==> src/rtl/dense_acc_bias_sat.sv <==
// Dense-layer neuron accumulator: seeds with aligned bias, sums N_IN products,
// optional ReLU, then truncates/saturates to OUT_W and holds until taken.
module dense_acc_bias_sat #(
  parameter int N_IN       = 16,
  parameter int PROD_W     = 29,
  parameter int ACC_W      = 36,
  parameter int BIAS_W     = 18,
  parameter int BIAS_SHIFT = 10,
  parameter int OUT_SHIFT  = 10,
  parameter int OUT_W      = 18,
  parameter int RELU       = 0
) (
  input  logic                     ap_clk,
  input  logic                     ap_rst,
  input  logic                     in_valid,
  output logic                     in_ready,
  input  logic signed [PROD_W-1:0] in_prod,
  input  logic signed [BIAS_W-1:0] bias_in,
  output logic                     out_valid,
  input  logic                     out_ready,
  output logic signed [OUT_W-1:0]  out_data,
  output logic [15:0]              sat_cnt,
  output logic                     busy
);

  localparam int CNT_W = (N_IN > 1) ? $clog2(N_IN) : 1;
  localparam logic signed [ACC_W-1:0] OMAX = {{(ACC_W-OUT_W+1){1'b0}}, {(OUT_W-1){1'b1}}};
  localparam logic signed [ACC_W-1:0] OMIN = {{(ACC_W-OUT_W+1){1'b1}}, {(OUT_W-1){1'b0}}};

  typedef enum logic [1:0] {ACC, FIN, HOLD} state_t;

  state_t                   state;
  logic [CNT_W-1:0]         count;
  logic signed [ACC_W-1:0]  acc;

  logic                     beat, last;
  logic signed [ACC_W-1:0]  prod_x, bias_x, res;
  logic                     sat_hi, sat_lo;
  logic signed [OUT_W-1:0]  clip;

  assign in_ready = (state == ACC);
  assign busy     = (count != '0) || (state != ACC);
  assign beat     = in_valid & in_ready;
  assign last     = (count == CNT_W'(N_IN - 1));
  assign prod_x   = ACC_W'(in_prod);
  assign bias_x   = ACC_W'(bias_in) <<< BIAS_SHIFT;

  // Floor-truncate to output format, then clamp into the OUT_W signed range.
  always_comb begin
    res = acc >>> OUT_SHIFT;
    if (RELU != 0 && res < 0) res = '0;
    sat_hi = (res > OMAX);
    sat_lo = (res < OMIN);
    if (sat_hi)      clip = OMAX[OUT_W-1:0];
    else if (sat_lo) clip = OMIN[OUT_W-1:0];
    else             clip = res[OUT_W-1:0];
  end

  always_ff @(posedge ap_clk) begin
    if (ap_rst) begin
      state     <= ACC;
      count     <= '0;
      acc       <= '0;
      out_valid <= 1'b0;
      out_data  <= '0;
      sat_cnt   <= '0;
    end else begin
      case (state)
        ACC: if (beat) begin
          // Beat 0 discards whatever acc held and reseeds from the bias.
          acc <= ((count == '0) ? bias_x : acc) + prod_x;
          if (last) begin
            count <= '0;
            state <= FIN;
          end else begin
            count <= count + CNT_W'(1);
          end
        end
        FIN: begin
          out_data  <= clip;
          out_valid <= 1'b1;
          if ((sat_hi || sat_lo) && sat_cnt != 16'hFFFF) sat_cnt <= sat_cnt + 16'd1;
          state <= HOLD;
        end
        HOLD: if (out_ready) begin
          out_valid <= 1'b0;
          acc       <= '0;
          state     <= ACC;
        end
        default: state <= ACC;
      endcase
    end
  end

endmodule

==> config.mk <==
export PLATFORM = sky130hd
export DESIGN_NAME = dense_acc_bias_sat
export DESIGN_NICKNAME = d
export VERILOG_FILES = /design/src/rtl/dense_acc_bias_sat.sv
export SDC_FILE = /design/constraint.sdc
export NUM_CORES = 1
export LEC_CHECK = 0
export ABC_AREA = 0
export CAP_MARGIN = 20
export CORE_MARGIN = 4
export CORE_UTILIZATION = 40
export CTS_CLUSTER_SIZE = 14
export DETAILED_ROUTE_END_ITERATION = 12
export PLACE_DENSITY = 0.74
export SLEW_MARGIN = 40
export SYNTH_ARGS = -nofsm -noshare
export SYNTH_HDL_FRONTEND = slang
export SYNTH_SLANG_ARGS = --single-unit
export TNS_END_PERCENT = 10
==> constraint.sdc <==
create_clock -name ap_clk -period 5 [get_ports ap_clk]
set_input_delay 0.75 -clock ap_clk [delete_from_list [all_inputs] [get_ports ap_clk]]
set_output_delay 0.75 -clock ap_clk [all_outputs]
set_load 0.1 [all_outputs]
==> impl_results.md, run 1 <==
- Status: finished clean
- Tmin final: 3.73 ns
- Cell Area, Synth: 5160 µm²
- Final ANT Viol Nets: 0
- Number of port buffers: 87
- Clk buf depth: 2
- Hold Buf Count CTS: 0
- Die Area: 14800 µm²
- Tot GR Track Use: 18.7%
- Register bit count reported by yosys: 77
- Synthesized Nets: 775
- Post-Place Worst Slack: 1.29 ns
- Vias in the first global route: 4788
- First-pass GRT wire length: 22.7 mm
- Num ports: 88
- Synth-to-layout area growth: 21.3%
- Most common cell after layout, fill and taps aside: nand2_1
- Reg clk slew, reported paths: 0.07 ns
- Total CTS buffers: 9
- Critical path endpoint category: flip-flop
- FILL cells: 1297
- Vert. Die Dim: 122 µm
- Fin util: 49.6%
- GRT overflow: 0
- Placed wire-length estimate: 10.3 mm
- Register area share after synthesis: 29.9%
- Max rail drop VDD: 0.169 mV
- Share of cells above drive strength 1: 9.87%
- Main synth FF type: dfxtp_1
- Final Hold Viols: 0
- Reg2reg end: acc[31]$_SDFFE_PP0P_
- DRC violations left: 0
- Largest net degree at the start of global routing: 57
- Max-cap viol count: 0
- LEAKAGE: 2.72 nW
- Clk sink count: 77
- Post-CTS sizing: 0
- H-tree depth: 3
- RR Startpoint: count[0]$_SDFFE_PP0P_
- Crit Path Category: reg -> reg
- Netlist cell types: 55
- Root Buffer: clkbuf_16
- Critical Path RT: 5.22 ns
- Asr flop ratio synth: 0%
- Critical Path End: acc[31]$_SDFFE_PP0P_
- Setup ws final: 1.27 ns
- Final Max Tran Viols: 0
- Startpoint Class: flip-flop
- Max incr delay on CP: 0.63 ns
- Max_slew headroom: 48.7%
- Vias: 5085
- Initial Utilization: 40.9%
- RSZ-0062 raised after global routing: no
- Die W: 122 µm
- Synth Warn #: 0
- Flop-to-flop setup slack: 1.27 ns
- Initial DRC count: 376
- Worst slew pin tran: 0.769 ns
- Initial antenna violation count: 0
- Clk_skew: 0.0100 ns
- Pwr Density: 303 nW/µm²
- Largest fanout on the critical path: 18
- Worst reg2reg path depth: 14
- Site Rows: 41
- CTS tree: done
- Setup TNS: 0 ns
- CP Launch Point: count[0]$_SDFFE_PP0P_
- HP Class: reg -> reg
- Routed wire length: 13.7 mm
- Synth Instances: 685
- Later-pin clock latency in the skew report: 0.34 ns
- Post-synth EDFFs: 0
- Crit share post-route: 74.6%
- Placer congestion estimate: 0.919
- Avg Vias per Cell: 5.46
- Worst-path cell chain: inv_1, ha_1, and2_1, nand2_1, nand2_1, ha_1, a21o_1, a21o_1, a211o_1, or3_4, a31o_2, a221oi_4, xor2_1, o21ai_1
- Routed len/inst: 14.7 µm
- Nets@finish: 845
- Highest-count cells in the layout ignoring fill and taps: 134 x nand2_1, 77 x dfxtp_1, 60 x a21oi_1, 56 x nor2_1, 49 x clkdlybuf4s50_1
- DR pass1 iterations: 5
- Arrival @ worst endpoint: 3.95 ns
- ANT cells: 0
- Synth Area per Inst: 7.53 µm²
- Core Region: 12600 µm²
- Crit-path slowest cell: and2_1
- Fmax achieved: 268 MHz
- Setup Fix Bufs, Post-CTS: 0
- Setup violators final: 0
==> per-layer routing <==
layer	vias to the layer above	track usage [%]	wire length, µm
met2	146	30.1	6240
met5	-	0	0
li1	2599	-	-
met3	23	3.39	858
met1	2317	25.3	6320
met4	0	6.44	265
==> metrics by stage <==
| step | area, µm² | instances | power (mW) | hold WS (ns) |
|---|---|---|---|---|
| 2_1_floorplan | 5160 | 685 | 1.12 | 0.417 |
| 3_3_place_gp | 6160 | 916 | 1.27 | 0.428 |
| 3_5_place_dp | 5980 | 916 | 1.28 | 0.436 |
| 4_1_cts | 6260 | 932 | 1.90 | 0.449 |
| 5_1_grt | 6260 | 932 | 2.01 | 0.466 |
| 6_report | 6260 | 932 | 1.90 | 0.446 |
==> power by group <==
| group | internal [mW] | switching [mW] | total [mW] |
|---|---|---|---|
| Combinational | 0.236 | 0.341 | 0.578 |
| Sequential | 0.656 | 0.0374 | 0.693 |
| Clock | 0.343 | 0.284 | 0.627 |
==> how the worst min path moves through the flow <==
stage	startpoint	to	depth (start not counted)
floorplan	acc[9]$_SDFFE_PP0P_	acc[9]$_SDFFE_PP0P_	2
global placement	acc[9]$_SDFFE_PP0P_	acc[9]$_SDFFE_PP0P_	2
detailed placement	acc[9]$_SDFFE_PP0P_	acc[9]$_SDFFE_PP0P_	2
CTS	out_data[14]$_SDFFE_PP0P_	out_data[14]$_SDFFE_PP0P_	2
global route	out_data[14]$_SDFFE_PP0P_	out_data[14]$_SDFFE_PP0P_	2
finish	acc[9]$_SDFFE_PP0P_	acc[9]$_SDFFE_PP0P_	2
==> registers in the layout (all words and copies together) (netlist names) <==
signal,flops
out_valid,1
count,4
state,2
sat_cnt,16
acc,36
out_data,18
==> cell families after synthesis <==
| family | count (synthesis) | share of synthesized area, % |
|---|---|---|
| DFF | 77 | 29.9 |
| adders and majority gates | 39 | 9.60 |
| buffers and inverters | 44 | 3.23 |
| AOI/OAI and AO/OA | 213 | 26.8 |
| and+or+nand+nor | 269 | 23.2 |
| xor gates and xnor gates | 41 | 6.96 |
| muxes | 2 | 0.388 |
==> synthesized netlist by cell type, drive strengths merged (10+ instances only) <==
cell      n  share of area [%]
a22oi    11                1.6
ha       38                9.2
nand3    14                1.4
and2     13                1.6
a21o     31                4.5
nand4    15                1.8
clkbuf   30                2.2
o21ai    43                4.2
inv      10               0.73
xor2     26                4.4
a21oi    62                6.2
dfxtp    77                 30
xnor2    15                2.5
nor2     56                4.1
o211ai   22                3.2
nand2   134                9.7
==> final cells by class <==
cell class                      count  area, µm²  area share (%)
Clock buffer                        9        225            3.60
Clock inverter                      7       57.6           0.920
Inverter                           10       37.5           0.600
Multi-Input combinational cell    564       3460            55.2
Sequential cell                    77       1540            24.6
Tap cell                          172        215            3.44
Timing Repair Buffer               93        726            11.6
==> worst max-delay path: cells and delay by family, from the launching register on <==
family | cells | cell delay (ns)
compound gates | 6 | 1.35
xor+xnor | 1 | 0.19
fa+ha+maj | 2 | 0.46
buf+inv | 1 | 0.09
flops | 1 | 0.33
simple gates | 4 | 1.18
(Power assumes the default switching activity.)
==> run 2, diff against run 1 <==
Settings changed: PLACE_DENSITY 0.74 to 0.76.
Clock period 5 ns to 3.2 ns, I/O delays scaled along.
==> run 2 against run 1 <==
  * Largest cell class unchanged
  * Critical endpoint unchanged
  * Critical path depth up 1
  * Critical path type unchanged
  * Design area grew 13%
  * Highest routed layer unchanged
  * Cell count grew 7.6%
==> impl_results.md, run 2 (synthesized netlist as in run 1, its figures left out) <==
- Status: finished clean (unchanged)
- Max-cap viol count: 0 (unchanged)
- Biggest regs: acc (36), out_data (18), sat_cnt (16) (unchanged)
- Highest-count cells in the layout ignoring fill and taps: 133 x nand2_1, 100 x buf_4, 75 x dfxtp_1, 57 x a21oi_1, 53 x nor2_1 (was 134 x nand2_1, 77 x dfxtp_1, 60 x a21oi_1, 56 x nor2_1, 49 x clkdlybuf4s50_1)
- Hold Path End: out_data[3]$_SDFFE_PP0P_ (was acc[9]$_SDFFE_PP0P_)
- ANT cells: 0 (unchanged)
- Initial DRC count: 352 (was 376)
- DRC violations left: 0 (unchanged)
- Vias in the first global route: 4957 (was 4788)
- Site Rows: 41 (unchanged)
- Final Hold Viols: 0 (unchanged)
- Worst slew pin tran: 0.633 ns (was 0.769 ns)
- Synth-to-layout area growth: 36.5% (was 21.3%)
- CTS tree: done (unchanged)
- Fmax achieved: 328 MHz (was 268 MHz)
- Reg with most FFs: acc (unchanged)
- LEAKAGE: 3.12 nW (was 2.72 nW)
- Setup ws final: 0.155 ns (was 1.27 ns)
- HP Class: reg -> reg (unchanged)
- Placer congestion estimate: 0.954 (was 0.919)
- Fin util: 55.8% (was 49.6%)
- Hold Crit Start: out_data[3]$_SDFFE_PP0P_ (was acc[9]$_SDFFE_PP0P_)
- Tot GR Track Use: 19.6% (was 18.7%)
- Flop-to-flop setup slack: 0.16 ns (was 1.27 ns)
- Pwr Density: 466 nW/µm² (was 303 nW/µm²)
- GRT overflow: 0 (unchanged)
- Max_slew headroom: 57.8% (was 48.7%)
- Critical path endpoint category: flip-flop (unchanged)
- Clk sink count: 77 (unchanged)
- Largest net degree at the start of global routing: 49 (was 57)
- H-tree depth: 3 (unchanged)
- Avg Vias per Cell: 5.34 (was 5.46)
- Most common cell after layout, fill and taps aside: nand2_1 (unchanged)
- Core Region: 12600 µm² (unchanged)
- Nets@finish: 916 (was 845)
- Met1 wire length: 6.84 mm (was 6.32 mm)
- Final Instance Area: 7050 µm² (was 6260 µm²)
- Number of port buffers: 87 (unchanged)
- Arrival @ worst endpoint: 3.28 ns (was 3.95 ns)
- Clk buf depth: 2 (unchanged)
- Hold path depth: 2 (unchanged)
- Met3 WL: 773 µm (was 858 µm)
- Initial Utilization: 40.9% (unchanged)
- Tmin final: 3.04 ns (was 3.73 ns)
- Later-pin clock latency in the skew report: 0.34 ns (about the same)
- Startpoint Class: flip-flop (unchanged)
- Reg clk slew, reported paths: 0.07 ns (about the same)
- Post-Place Worst Slack: -0.0613 ns (was 1.29 ns)
- Highest metal used: met4 (unchanged)
- Routed len/inst: 14.8 µm (was 14.7 µm)
- DR WL met2: 7.04 mm (was 6.24 mm)
- Crit share post-route: 95.2% (was 74.6%)
- Final ANT Viol Nets: 0 (unchanged)
- Setup violators final: 0 (unchanged)
- Die Area: 14800 µm² (unchanged)
- Placed wire-length estimate: 11.3 mm (was 10.3 mm)
- Hold Buf Count CTS: 0 (unchanged)
- Max rail drop VDD: 0.273 mV (was 0.169 mV)
- RR Startpoint: count[0]$_SDFFE_PP0P_ (unchanged)
- Largest register FFs: 36 (unchanged)
- First-pass GRT wire length: 23.7 mm (was 22.7 mm)
- Routed wire length: 14.8 mm (was 13.7 mm)
- Area post-placement: 6590 µm² (was 5980 µm²)
- Final Max Tran Viols: 0 (unchanged)
- Die W: 122 µm (unchanged)
- Critical Path RT: 3.43 ns (was 5.22 ns)
- Share of cells above drive strength 1: 20.6% (was 9.87%)
- Reg2reg end: acc[31]$_SDFFE_PP0P_ (unchanged)
- Num ports: 88 (unchanged)
- Root Buffer: clkbuf_16 (unchanged)
- DR pass1 iterations: 7 (was 5)
- RSZ-0062 raised after global routing: no (unchanged)
- Vias: 5361 (was 5085)
- Initial antenna violation count: 0 (unchanged)
- Largest fanout on the critical path: 8 (was 18)
- Vert. Die Dim: 122 µm (unchanged)
- Total CTS buffers: 9 (unchanged)
- Worst reg2reg path depth: 15 (was 14)
- Clk_skew: 0.00696 ns (was 0.0100 ns)
- Crit Path Category: reg -> reg (unchanged)
- Worst Hold Slack: 0.446 ns (about the same)
[run 2: changes by cell type in the layout (fill, tap and decap cells not counted), sizes merged]
cell      previous run  this run
inv                 13        11
clkinvlp             2         0
bufinv               0         1
clkbuf               9        11
buf                 44       114
clkinv               2         4
[run 2: final cells by class]
type,count,area [µm²]
inverters,10,37.5
fillers,1198,5570
flip-flops and latches,77,1540
multi-input cells,564,3580
well taps,172,215
repair buffers,164,1370
clock buffers,10,229
clock inverters,6,72.6
[run 2: repair_timing]
| action | in CTS | in global routing |
|---|---|---|
| setup buffers | 0 | 2 |
| gates cloned | 0 | 1 |
| setup endpoints to repair | 4 | 21 |
| pin swaps | 0 | 4 |
| gates resized for setup | 1 | 37 |
[run 2: where the power goes]
group	switching [mW]	internal (mW)	total (mW)
Sequential	0.0603	1.03	1.09
Combinational	0.603	0.544	1.15
Clock	0.439	0.613	1.05
Total	1.10	2.18	3.29
[run 2: layer usage]
layer | vias to the layer above | GRT usage (%)
li1 | 2749 | -
met1 | 2467 | 26.9
met2 | 131 | 32.3
met3 | 14 | 2.65
met4 | 0 | 5.60
met5 | - | 0
[run 2: how the worst max path moves through the flow]
stage                                     start  slack [ns]              endpoint  cells after the start
final                     count[0]$_SDFFE_PP0P_        0.16  acc[31]$_SDFFE_PP0P_                     15
after global routing      count[1]$_SDFFE_PP0P_      0.0006  acc[33]$_SDFFE_PP0P_                     15
after CTS                 count[0]$_SDFFE_PP0P_        0.01  acc[31]$_SDFFE_PP0P_                     15
after detailed placement             in_prod[0]       -0.06  acc[10]$_SDFFE_PP0P_                     11
after global placement               in_prod[0]       0.007  acc[32]$_SDFFE_PP0P_                     12
after floorplan           count[0]$_SDFFE_PP0P_       -0.08  acc[26]$_SDFFE_PP0P_                     15
[run 2: per-stage QoR]
stage,setup TNS (ns),instances,total power [mW]
finish,0,1003,3.29
detailed placement,-0.117,984,2.18
global route,0,1003,3.45
CTS,0,1000,3.24
global placement,0,984,2.17
floorplan,-0.235,685,1.76
[run 2: worst max-delay path, stage by stage (launching register included)]
cell and delay [ns]:
dfxtp_2 0.33, inv_2 0.05, ha_4 0.15, and2_4 0.16
buf_12 0.14, nand2_1 0.06, nand2_1 0.08, ha_4 0.22
a21o_1 0.18, a21o_1 0.17, a211o_1 0.28, or3_4 0.34
a31o_4 0.25, a221oi_4 0.28, xor2_1 0.18, o21ai_1 0.07
